[src/rtl/lfsr_pkg.sv]
// Shared types and default constants for the lfsr generator and its burst sequencer.
package lfsr_pkg;

    typedef enum logic [2:0] {
        IDLE,
        CLEAR,
        FILL,
        OUT,
        DONE
    } burst_state_e;

    localparam int                      LFSR_WIDTH_DEF = 3;
    localparam logic [LFSR_WIDTH_DEF:0] POLYNOMIAL_DEF = 4'b0111;

endpackage

[src/rtl/lfsr.sv]
// Fibonacci LFSR with XNOR feedback; the all-zero clear/reset state is a live state.
module lfsr
    import lfsr_pkg::*;
#(
    parameter int               width      = LFSR_WIDTH_DEF,
    parameter logic [width:0]   polynomial = POLYNOMIAL_DEF
) (
    input  logic clk,
    input  logic res_n,
    input  logic enable,
    input  logic clear,
    output logic d_out
);

    logic [width-1:0] state_q;
    logic [width-1:0] state_d;
    logic             feedback;

    // polynomial[k] taps state bit k-1; polynomial[0] is the implicit constant term.
    always_comb begin
        feedback = ~^(state_q & polynomial[width:1]);
        state_d  = state_q;
        if (clear) begin
            state_d = '0;
        end else if (enable) begin
            state_d = {state_q[width-2:0], feedback};
        end
    end

    always_ff @(posedge clk or negedge res_n) begin
        if (!res_n) begin
            state_q <= '0;
        end else begin
            state_q <= state_d;
        end
    end

    assign d_out = state_q[width-1];

endmodule

[src/rtl/lfsr_burst_ctrl.sv]
// Burst sequencer: collects LFSR bits into words and hands them out over valid/ready,
// pausing the LFSR while a word waits so backpressure never alters the bit stream.
module lfsr_burst_ctrl
    import lfsr_pkg::*;
#(
    parameter int                   LFSR_WIDTH = LFSR_WIDTH_DEF,
    parameter logic [LFSR_WIDTH:0]  POLYNOMIAL = POLYNOMIAL_DEF,
    parameter int                   WORD_WIDTH = 8,
    parameter int                   LEN_WIDTH  = 8
) (
    input  logic                  clk,
    input  logic                  res,
    input  logic                  start,
    input  logic                  reseed,
    input  logic [LEN_WIDTH-1:0]  len,
    input  logic                  abort,
    output logic                  busy,
    output logic [WORD_WIDTH-1:0] word_out,
    output logic                  word_valid,
    input  logic                  word_ready,
    output logic                  done
);

    localparam int                   BIT_W    = $clog2(WORD_WIDTH);
    localparam logic [BIT_W-1:0]     LAST_BIT = BIT_W'(WORD_WIDTH - 1);
    localparam logic [BIT_W-1:0]     BIT_ONE  = BIT_W'(1);
    localparam logic [LEN_WIDTH-1:0] LEN_ONE  = LEN_WIDTH'(1);

    burst_state_e          state_q, state_d;
    logic [LEN_WIDTH-1:0]  remaining_q, remaining_d;
    logic [BIT_W-1:0]      bitcnt_q, bitcnt_d;
    logic [WORD_WIDTH-1:0] shreg_q, shreg_d;
    logic                  busy_q, valid_q, done_q;
    logic                  enable_q, clear_q;
    logic                  lfsr_bit;
    logic                  lfsr_res_n;

    always_comb begin
        state_d     = state_q;
        remaining_d = remaining_q;
        bitcnt_d    = bitcnt_q;
        shreg_d     = shreg_q;

        case (state_q)
            IDLE: begin
                if (start) begin
                    bitcnt_d = '0;
                    if (len == '0) begin
                        state_d = DONE;
                    end else begin
                        remaining_d = len;
                        state_d     = reseed ? CLEAR : FILL;
                    end
                end
            end
            CLEAR: state_d = FILL;
            FILL: begin
                shreg_d = {shreg_q[WORD_WIDTH-2:0], lfsr_bit};
                if (bitcnt_q == LAST_BIT) begin
                    bitcnt_d = '0;
                    state_d  = OUT;
                end else begin
                    bitcnt_d = bitcnt_q + BIT_ONE;
                end
            end
            OUT: begin
                if (word_ready) begin
                    remaining_d = remaining_q - LEN_ONE;
                    state_d     = (remaining_q == LEN_ONE) ? DONE : FILL;
                end
            end
            DONE:    state_d = IDLE;
            default: state_d = IDLE;
        endcase

        // Abort wins over start and over a pending handshake.
        if (abort) begin
            state_d = IDLE;
        end
    end

    // Outputs and LFSR controls are decoded from the next state so they are registered.
    always_ff @(posedge clk or posedge res) begin
        if (res) begin
            state_q     <= IDLE;
            remaining_q <= '0;
            bitcnt_q    <= '0;
            shreg_q     <= '0;
            busy_q      <= 1'b0;
            valid_q     <= 1'b0;
            done_q      <= 1'b0;
            enable_q    <= 1'b0;
            clear_q     <= 1'b0;
        end else begin
            state_q     <= state_d;
            remaining_q <= remaining_d;
            bitcnt_q    <= bitcnt_d;
            shreg_q     <= shreg_d;
            busy_q      <= (state_d != IDLE);
            valid_q     <= (state_d == OUT);
            done_q      <= (state_d == DONE);
            enable_q    <= (state_d == FILL);
            clear_q     <= (state_d == CLEAR);
        end
    end

    assign lfsr_res_n = ~res;

    lfsr #(
        .width      (LFSR_WIDTH),
        .polynomial (POLYNOMIAL)
    ) lfsr_I (
        .clk    (clk),
        .res_n  (lfsr_res_n),
        .enable (enable_q),
        .clear  (clear_q),
        .d_out  (lfsr_bit)
    );

    assign busy       = busy_q;
    assign word_valid = valid_q;
    assign word_out   = shreg_q;
    assign done       = done_q;

endmodule

[config.mk]
export PLATFORM = sky130hd
export DESIGN_NAME = lfsr_burst_ctrl
export DESIGN_NICKNAME = d
export VERILOG_FILES = /design/src/rtl/lfsr_pkg.sv /design/src/rtl/lfsr.sv /design/src/rtl/lfsr_burst_ctrl.sv
export SDC_FILE = /design/constraint.sdc
export NUM_CORES = 1
export LEC_CHECK = 0
export ABC_AREA = 1
export ABC_CLOCK_PERIOD_IN_PS = 1400
export CELL_PAD_IN_SITES_DETAIL_PLACEMENT = 1
export CELL_PAD_IN_SITES_GLOBAL_PLACEMENT = 2
export CORE_ASPECT_RATIO = 1.4
export CORE_MARGIN = 1.5
export CORE_UTILIZATION = 28
export CTS_CLUSTER_DIAMETER = 50
export DETAILED_ROUTE_END_ITERATION = 12
export PLACE_DENSITY_LB_ADDON = 0.2
export SLEW_MARGIN = 30
export SYNTH_ARGS = -nofsm -noshare
export SYNTH_HDL_FRONTEND = slang
export SYNTH_SLANG_ARGS = --single-unit
[constraint.sdc]
create_clock -name clk -period 1.4 [get_ports clk]
set_input_delay 0.35 -clock clk [delete_from_list [all_inputs] [get_ports clk]]
set_output_delay 0.35 -clock clk [all_outputs]
set_load 0.005 [all_outputs]
== Yosys cells after proc, flatten, opt, wreduce, memory -nomap -nowiden ==
Index checks and enable logic that the tools add are counted.

* $add $sub $neg: 2
* Mux-type cells: 17
* Reduce and logical (&&, ||, !) cells: 9
* Equality and inequality tests: 12

{| class="wikitable"
|+ Operators by type and width
! cell !! number
|-
| 3-bit 2-to-1 mux || 10
|-
| 8-bit 2-to-1 mux || 3
|-
| 8-bit one-hot mux with 2 select lines || 1
|-
| 3-bit by 2-bit == test with 1-bit output (second input constant) || 4
|-
| 3-bit one-hot mux with 4 select lines || 1
|-
| 8-bit by 1-bit == test with 1-bit output (second input constant) || 1
|-
| 8-bit logical NOT || 1
|-
| 8-bit by 1-bit subtractor with 8-bit output (second input constant) || 1
|-
| 3-bit by 1-bit == test with 1-bit output (second input constant) || 2
|-
| 3-bit == test (second input constant) || 2
|-
| 2-bit != test (second input constant) || 3
|-
| 3-bit one-hot mux with 2 select lines || 1
|-
| 2-bit nonzero test || 3
|-
| 4-bit AND reduction || 1
|-
| 3-bit by 1-bit adder with 3-bit output (second input constant) || 1
|-
| 3-bit logical NOT || 1
|-
| 3-bit nonzero test || 1
|-
| 3-bit XNOR reduction || 1
|-
| 2-bit 2-to-1 mux || 1
|-
| 2-bit AND reduction || 1
|}

* Input bits: 14
* Flip-flop bits (word level): 30

== Logic depth before layout (Yosys ltp) ==
* Depth in word-level cells: 6
* Depth in mapped cells: 9
* Gate-level depth less buffers: 9

== Hierarchy ==
From an unflattened synthesis, not the netlist that was laid out.

* Cells, all modules: 210
* Area, all modules: 1586.5 um^2

{| class="wikitable"
|+ Modules (own cells, without submodules)
! module !! cells each !! area each (um^2) !! times used !! sequential area each (um^2)
|-
| lfsr_burst_ctrl || 194 || 1457.6 || 1 || 675.6
|-
| lfsr || 16 || 128.9 || 1 || 75.1
|}

== Least setup slack after synthesis ==
Ideal clock, no wire load.

* Kind: reg2reg
* Start: register state_q[1]
* End: register remaining_q[1]
* Required time: 1280 ps
* Setup slack: 128 ps
* Setup time: 120 ps
* Stages on the path, launching flop included: 10
* Arrival: 1151 ps
* Cell sequence: dfrtp_1 nor2_2 nand2_2 inv_4 nand2_4 nand2_4 nor2_8 buf_12 nand2_2 o21ai_2

* Cells in the longest elaborated chain, start to end: 3

{| class="wikitable"
|+ Ends and longest elaborated chain
! what !! line !! text
|-
| from (decl) || lfsr_burst_ctrl.sv:29 || <nowiki>burst_state_e state_q, state_d;</nowiki>
|-
| from (signal assigned) || lfsr_burst_ctrl.sv:95 || <nowiki>state_q <= state_d;</nowiki>
|-
| 3-bit by 2-bit == test with 1-bit output / 3-bit logical NOT (equally long branches) || lfsr_burst_ctrl.sv:44 || <nowiki>case (state_q)</nowiki>
|-
| 2-bit != test (no line) / 2-bit nonzero test (equally long branches) || - ||
|-
| 4-bit AND reduction (no line) || - ||
|-
| to (signal assigned) || lfsr_burst_ctrl.sv:96 || <nowiki>remaining_q <= remaining_d;</nowiki>
|-
| to (decl) || lfsr_burst_ctrl.sv:30 || <nowiki>logic [LEN_WIDTH-1:0] remaining_q, remaining_d;</nowiki>
|}

Parallel ways exist; a longest one is shown, timed or not.
A chain may end at the register's enable or synchronous reset.

== Final worst setup path ==
* Start: register state_q[2]
* End: register remaining_q[1]

The elaborated chain is that of the path after synthesis.

==> results.json <==
{
  "synth_xor_area_share_pct": 0,
  "cts_buffers": 5,
  "met2_usage_pct": 29.0,
  "regArea_um2": 752,
  "synth_edf_count": 0,
  "final_cells": 332,
  "drtIter0Drc": 22,
  "worstMarginPinSlew_ps": 276,
  "slew_violations": 0,
  "drt_first_pass_iters": 4,
  "hold_viol": 0,
  "multi_input_area_um2": 856,
  "rsz0062_at_grt": "true",
  "fillCellCount": 720,
  "drc": 0,
  "grt_first_pass_wirelength_mm": 7.16,
  "wl_per_cell_um": 13.4,
  "synthCells": 208,
  "ys_seq_elements": 30,
  "cts.clk_slew.worst_paths_ps": 70,
  "synth_top_family_by_area": "simple AND/OR/NAND/NOR gates",
  "die-area_um2": 6430,
  "fin_skew_ps": 7.43,
  "numPortBuffers": 24,
  "initial_core_util_pct": 28.8,
  "vias_per_cell": 4.56,
  "use_met1_pct": 15.7,
  "synth_warnings": 0,
  "netlist.area_leader.share_pct": 45.1,
  "ys_types": 24,
  "ctsHtreeMaxLevel": 2,
  "grt-busiest-layer": "met2",
  "place_hpwl_mm": 3.19,
  "ant_nets": 0,
  "setup_ws_ps": 0.927,
  "finalCoreUtilization_pct": 41.1,
  "crit_path_max_fanout": 6,
  "synthSimpleGateAreaFrac_pct": 33.6,
  "finalSetupViolCount": 0,
  "track_usage_pct": 15.4,
  "die-height_um": 94.3,
  "io_pins": 25,
  "place.gp.congestion": 0.741,
  "postCtsHoldBufs": 0,
  "cts_tree": "built",
  "clockRootBuffer": "clkbuf_8",
  "die_w_um": 68.2,
  "crit_path_end_kind": "flop",
  "arrival_ps": 1610,
  "status": "finished, final reports clean",
  "grt_pass1_vias": 1543,
  "clock_latency_ps": 280,
  "synthMuxAreaShare_pct": 0,
  "place_area_um2": 2080,
  "relSlewSlack_pct": 81.6,
  "period_needed_ps": 1400,
  "avgSynthCellArea_um2": 8.01,
  "grt_max_degree": 31,
  "synthTopCellsByArea": "dfrtp_1, nand2_1, inv_1",
  "overflow": 0,
  "wirelength_mm": 4.45,
  "clock_sinks": 30,
  "syn_area_um2": 1670,
  "hold_slack_ps": 405,
  "ys_async_sr_fraction_pct": 100,
  "gr-usage-met3_pct": 2.76,
  "syn_nets": 226,
  "power.leakage_nw": 1.27,
  "vias": 1515,
  "synth-compound-area-share_pct": 8.49,
  "vdd_drop_max_uv": 807,
  "syn_to_final_growth_pct": 42.5,
  "rows": 33,
  "max_freq_mhz": 715,
  "dp_cells": 312,
  "cts_buffer_depth": 2,
  "yosysTopAreaCell": "dfrtp_1",
  "power_density_nw_per_um2": 1300,
  "synth_fa_ha_area_share_pct": 3.01,
  "cap_violations": 0,
  "path_class": "flop to flop",
  "min_path_type": "primary input to asynchronous set/reset pin",
  "critical_path_required_ps": 1610,
  "final.period_utilization_pct": 99.9,
  "pre_cts_ws_ps": -372,
  "coreArea_um2": 5780,
  "synth_flop_cell": "dfrtp_1",
  "antennaDiodeCount": 0,
  "drive_gt1_share_pct": 29.4,
  "antenna_found_initial": 0,
  "final_nets": 280,
  "ys_seq_area_share_pct": 45.1,
  "fin_area_um2": 2370,
  "setup.worst_path.start_class": "flop"
}
[worst paths after layout]
path	endpoint	slack, ps	from	cells after the start
hold / removal	remaining_q[5]	410	res	3
max in group asynchronous	state_q[1]	820	res	3
hold reg to reg	lfsr_I.state_q[2]	460	clear_q	1
min in group clk	remaining_q[4]	440	len[4]	5
setup / recovery	remaining_q[1]	0.9	state_q[2]	8
setup reg to reg	remaining_q[1]	0.9	state_q[2]	8
[synthesized netlist by cell type (2+ instances only)]
master,count
inv_1,28
nand3_1,14
nand2_2,3
nand4_1,3
nand3_2,5
ha_1,4
or2_1,3
nor2_1,23
o21ai_2,5
nor2_2,2
o21ai_0,15
nand2_4,5
inv_2,3
nand2_1,54
a21oi_1,2
buf_2,2
dfrtp_1,30
[layer usage]
| metal | wire length (µm) | vias up |
|---|---|---|
| li1 | - | 753 |
| met1 | 1710 | 736 |
| met2 | 2520 | 19 |
| met3 | 124 | 7 |
| met4 | 97 | 0 |
| met5 | 0 | - |
[state kept, by name, summed over array words and instances (netlist names)]
signal	flops
enable_q	1
bitcnt_q	3
busy	1
clear_q	1
word_valid	1
remaining_q	8
done	1
lfsr_I.state_q	3
state_q	3
word_out	8
[metrics by stage]
step                setup TNS, ps  total power (W)
finish                          0          0.00310
global route                 -392          0.00333
CTS                             0          0.00307
detailed placement          -4930          0.00237
global placement            -4630          0.00235
floorplan                       0          0.00185
[logic make-up after synthesis]
| group | Yosys count |
|---|---|
| AOI/OAI and AO/OA | 24 |
| buffers and inverters | 36 |
| adders and majority gates | 4 |
| DFF | 30 |
| and+or+nand+nor | 114 |
[cells in the final DEF, fill, tap and decap left out, drive strengths merged]
| cell type | n |
|---|---|
| dlymetal6s2s | 7 |
| o31ai | 1 |
| dlygate4sd2 | 11 |
| nor2 | 27 |
| nand3 | 19 |
| nor3 | 1 |
| clkinvlp | 4 |
| dfrtp | 30 |
| a21oi | 2 |
| o21ai | 21 |
| inv | 31 |
| or2 | 3 |
| nand2 | 62 |
| buf | 25 |
| ha | 4 |
| clkbuf | 5 |
| nand4 | 3 |
| clkdlybuf4s50 | 6 |
[where the power goes]
group	switching [W]	internal, W	total [W]
Combinational	0.000599	0.000548	0.00115
Sequential	0.000160	0.00111	0.00127
Clock	0.000343	0.000339	0.000682
[worst max-delay path: stages (launching register included)]
cell and delay [ps]:
dfrtp_1 400, buf_6 130, nor2_4 150, nand2_4 80, nand2_4 100, nand2_8 70, nor2_4 260, nand2_2 90
o21ai_2 50
[layout make-up]
| type | instances | area share, % |
|---|---|---|
| flip-flops and latches | 30 | 31.7 |
| repair buffers | 49 | 19.4 |
| inverters | 32 | 5.32 |
| clock inverters | 2 | 0.633 |
| repair inverters | 1 | 0.316 |
| multi-input cells | 143 | 36.1 |
| clock buffers | 5 | 2.90 |
| well taps | 70 | 3.69 |
[repair_timing]
item                       4_1_cts  5_1_grt
gates cloned                     1        1
gates resized for setup         18       27
setup endpoints to repair       23       16
pin swaps                        4       18
buffers inserted                 3        8
Power figures use the tool's default switching activity.
==> patch 1: new RTL, same flow settings <==
Set the parameter `LEN_WIDTH` to 4 (it was 8).
--- a/src/rtl/lfsr_burst_ctrl.sv
+++ b/src/rtl/lfsr_burst_ctrl.sv
@@ -8,3 +8,3 @@
     parameter int                   WORD_WIDTH = 8,
-    parameter int                   LEN_WIDTH  = 8
+    parameter int                   LEN_WIDTH  = 4
 ) (
Ports: changed (resized len); port bits go from 25 to 21. The function was not compared with the original's and may differ.
==> patch 1 against the unedited design <==
  * Sequential cell count decreased by 4
  * Maximum frequency increased by 9.9%
  * Final cell count decreased by 30%
  * First-iteration DRC count increased by 36%
  * Clock power decreased by 9.4%
  * Worst hold slack got worse by 0.0034 ns
  * Sequential share of layout area increased by 6.7 points
  * Setup slack improved by 0.13 ns
  * Wire length decreased by 43%
  * Synthesized area decreased by 25%
  * Design area decreased by 29%
  * Total power decreased by 19%
  * Critical endpoint is now remaining_q[2]$_DFFE_PP0P_
  * Largest cell class is now flip-flops and latches
  * Highest routed layer unchanged
==> patch 1: results (changes against the unedited design) <==
- Slowest stage delay, CP: 0.44 ns (+0.04 ns)
- Outcome: complete, no violations
- Post-Synth XOR/XNOR Area: 1.394% (+1.4 points)
- Detail Placement HPWL: 2052 um (-36%)
- Vias in the first global route: 1,067 (-31%)
- Via count: 997 (-34%)
- Post-DP Area: 1577 sq um (-24%)
- Routed met1 length: 1018 um (-41%)
- Post-synth cell types: 26 (+8.3%)
- CP Capture Point: remaining_q[2]$_DFFE_PP0P_
- Clock network power: 618 uW (-9.4%)
- # port buffers: 20 (-17%)
- Post-Synth Adder-Cell Area: 3.984% (+0.98 points)
- Int Pwr: 1768 uW (-11%)
- Complex-gate fraction of the synthesized area: 9.263% (+0.77 points)
- Met2 WL: 1445 um (-43%)
- H-Tree Depth: 1 (-1)
- Post-Syn Nets: 154 (-32%)
- Met2 usage: 22.97% (-6.0 points)
- Synth top area cells: dfrtp_1 52%, inv_1 6.9%, nor2_1 5.7%
- Worst flop-to-flop path endpoint: busy$_DFF_PP0_
- DR iter-0 viols: 30 (+36%)
- R2R Path Start: bitcnt_q[0]$_DFFE_PP0P_
- Met1 GRT Util: 14.31% (-1.4 points)
- Period Utilization, post-route: 90.94% (-9.0 points)
patch 1: cell types whose count changed in the layout (fill, tap and decap cells not counted), sizes merged, moves of 4 or more:
cell / before / now
nand2: 62 / 24
buf: 25 / 9
inv: 31 / 26
clkinvlp: 4 / 0
dlymetal6s2s: 7 / 0
nor2: 27 / 21
nand3: 19 / 11
dfrtp: 30 / 26
o21ai: 21 / 10
patch 1: cell type report:
class | count | area [sq um]
fillers | 522 | 2580
flip-flops and latches | 26 | 650.6
multi-input cells | 85 | 524.3
repair buffers | 29 | 266.5
inverters | 27 | 106.4
well taps | 60 | 75.07
clock buffers | 3 | 41.29
clock inverters | 1 | 30.03
patch 1: repair_timing:
action                     CTS  global route
setup endpoints to repair   12             8
setup buffers                3             0
pin swaps                    4             7
resized for setup           13            11
patch 1: worst register-to-register path: stages, from the launching register on:
cell and delay [ns]:
dfrtp_1 0.40, ha_2 0.20, ha_4 0.16, inv_2 0.06, nor2_2 0.04, nor2_2 0.10, nand2_2 0.08, nand2_4 0.08
nand3_2 0.06
==> patch 2: new RTL, config.mk and constraints unchanged <==
Without the edit above. `shreg_q` no longer has a reset.
--- a/src/rtl/lfsr_burst_ctrl.sv
+++ b/src/rtl/lfsr_burst_ctrl.sv
@@ -87,3 +87,2 @@
             bitcnt_q    <= '0;
-            shreg_q     <= '0;
             busy_q      <= 1'b0;
@@ -97,3 +96,2 @@
             bitcnt_q    <= bitcnt_d;
-            shreg_q     <= shreg_d;
             busy_q      <= (state_d != IDLE);
@@ -104,2 +102,6 @@
         end
+    end
+
+    always_ff @(posedge clk) begin
+        shreg_q <= shreg_d;
     end
Check against the original RTL: not equivalent (a bounded check fails within 10 cycles, from zero or initial values; the reset may be asserted at any time).
==> patch 2 against the unedited design <==
  * Synthesized area fell by 4.7%
  * Non-clock buffer count fell by 3
  * Design area fell by 7.2%
  * Wire length fell by 4.7%
  * Die area fell by 4.5%
  * Critical path type is now register to output port
  * Synthesized cell count fell by 6.3%
  * Total power fell by 12%
  * Maximum frequency rose by 6.8%
  * Setup slack improved by 0.089 ns
  * Sequential cell count did not move
  * Core utilization fell by 0.91 points
==> patch 2: results (changes against the unedited design) <==
- Outcome: complete, no violations
- Clock buffer count from CTS: 5 (unchanged)
- Slowest CP cell: edfxtp_1
- Global Route met3 Usage: 2.945% (+0.19 points)
- P_leak: 0.001136 uW (-11%)
- Vias in the first global route: 1,518 (-1.6%)
- First-pass GRT wire length: 7086 um (-0.96%)
- Met3 WL post-DR: 114 um (-8.1%)
- Complex-gate fraction of the synthesized area: 5.910% (-2.6 points)
- DR iter-0 viols: 8 (-64%)
- Post-Syn Nets: 213 (-5.8%)
- Met2 usage: 29.75% (+0.79 points)
- Int Pwr: 1802 uW (-9.6%)
- NumNets Final: 265 (-5.4%)
- CP Capture Point: word_out[2]
- Post-Synth XOR/XNOR Area: 0.5516% (+0.55 points)
- Met1 GRT Util: 16.48% (+0.76 points)
- WP data arrival: 0.96 ns (-0.65 ns)
- Synth top area cells: dfrtp_1 35%, edfxtp_1 15%, nand2_1 15%
- DRT Pass-1 Iters: 2 (-2)
- Pre-CTS setup slack: -0.3550 ns (+0.01738 ns)
- Slowest stage delay, CP: 0.39 ns
- Pin count of the biggest net entering global routing: 23 (-26%)
- Worst slack on hold paths: 0.4010 ns (-0.004324 ns)
- Layout cells sized above 1: 26.21% (-3.2 points)
- R2R Path Start: remaining_q[2]$_DFFE_PP0P_
- Combinational power: 857 uW (-25%)
- Final std cells w/o fill: 316 (-4.8%)
- Fin crit period: 1.311 ns (-0.08855 ns)
- Post-DP Area: 2007 sq um (-3.6%)
- Routed met1 length: 1609 um (-6.1%)
- Post-Synth Adder-Cell Area: 3.152% (+0.15 points)
- Worst Reg2Reg Path Length in Cells: 9 (+1)
- Syn Area/Cell: 8.142 sq um (+1.7%)
- Final Wtd Congestion: 0.7601 (+2.5%)
- Post-synth cell types: 26 (+8.3%)
- Async set-reset flop share out of synthesis: 73.33% (-27 points)
- Peak VDD IR: 0.6888 mV (-15%)
- Hold Crit Class: input port to asynchronous set/reset pin
- Combinational share of power: 31.3% (-5.7 points)
- CP max FO: 2 (-4)
- Met2 WL: 2450 um (-2.6%)
- Drt wl/cell: 13.42 um (about the same)
- Clock skew: 0.008665 ns (+0.001233 ns)
- Via count: 1,414 (-6.7%)
- Worst R2R Setup Slack: 0.10 ns (+0.10 ns)
- GR Util All Layers: 15.60% (+0.20 points)
- Fill cells: 685 (-4.9%)
- Seq/Total Area, Yosys: 49.80% (+4.7 points)
- Worst flop-to-flop path endpoint: remaining_q[5]$_DFFE_PP0P_
- Post-synth top cells: 62 x nand2_1, 26 x nor2_1, 25 x inv_1
- Crit path max-delay family: flip-flops
- Detail Placement HPWL: 3359 um (+5.4%)
- Slew margin rel.: 80.07% (-1.5 points)
- Inst Count DP: 300 (-3.8%)
- Clock network power: 686 uW (+0.6%)
- EDFF count, synth: 8 (+8)
patch 2: cell count changes after synthesis, moves of 3 or more:
cell	delta
inv_1	-3
o21ai_2	-5
o21ai_0	-10
nor2_1	+3
dfrtp_1	-8
nand2_4	-3
edfxtp_1	+8
o21ai_1	+3
nand2_1	+8
or2_1	-3
nand3_1	-6
patch 2: final cells by class:
cell class / count / area, sq um / share of cell area, %
multi-input cells: 134 / 739.5 / 33.58
well taps: 68 / 85.08 / 3.864
clock inverters: 3 / 16.27 / 0.7386
flip-flops and latches: 30 / 794.5 / 36.08
inverters: 30 / 112.6 / 5.114
clock buffers: 5 / 68.82 / 3.125
repair buffers: 46 / 385.4 / 17.50
patch 2: what timing repair did:
| item | in CTS | in global routing |
|---|---|---|
| gates cloned | 0 | 0 |
| setup endpoints to repair | 20 | 22 |
| resized for setup | 20 | 22 |
| pin swaps | 3 | 8 |
| setup buffers | 2 | 6 |
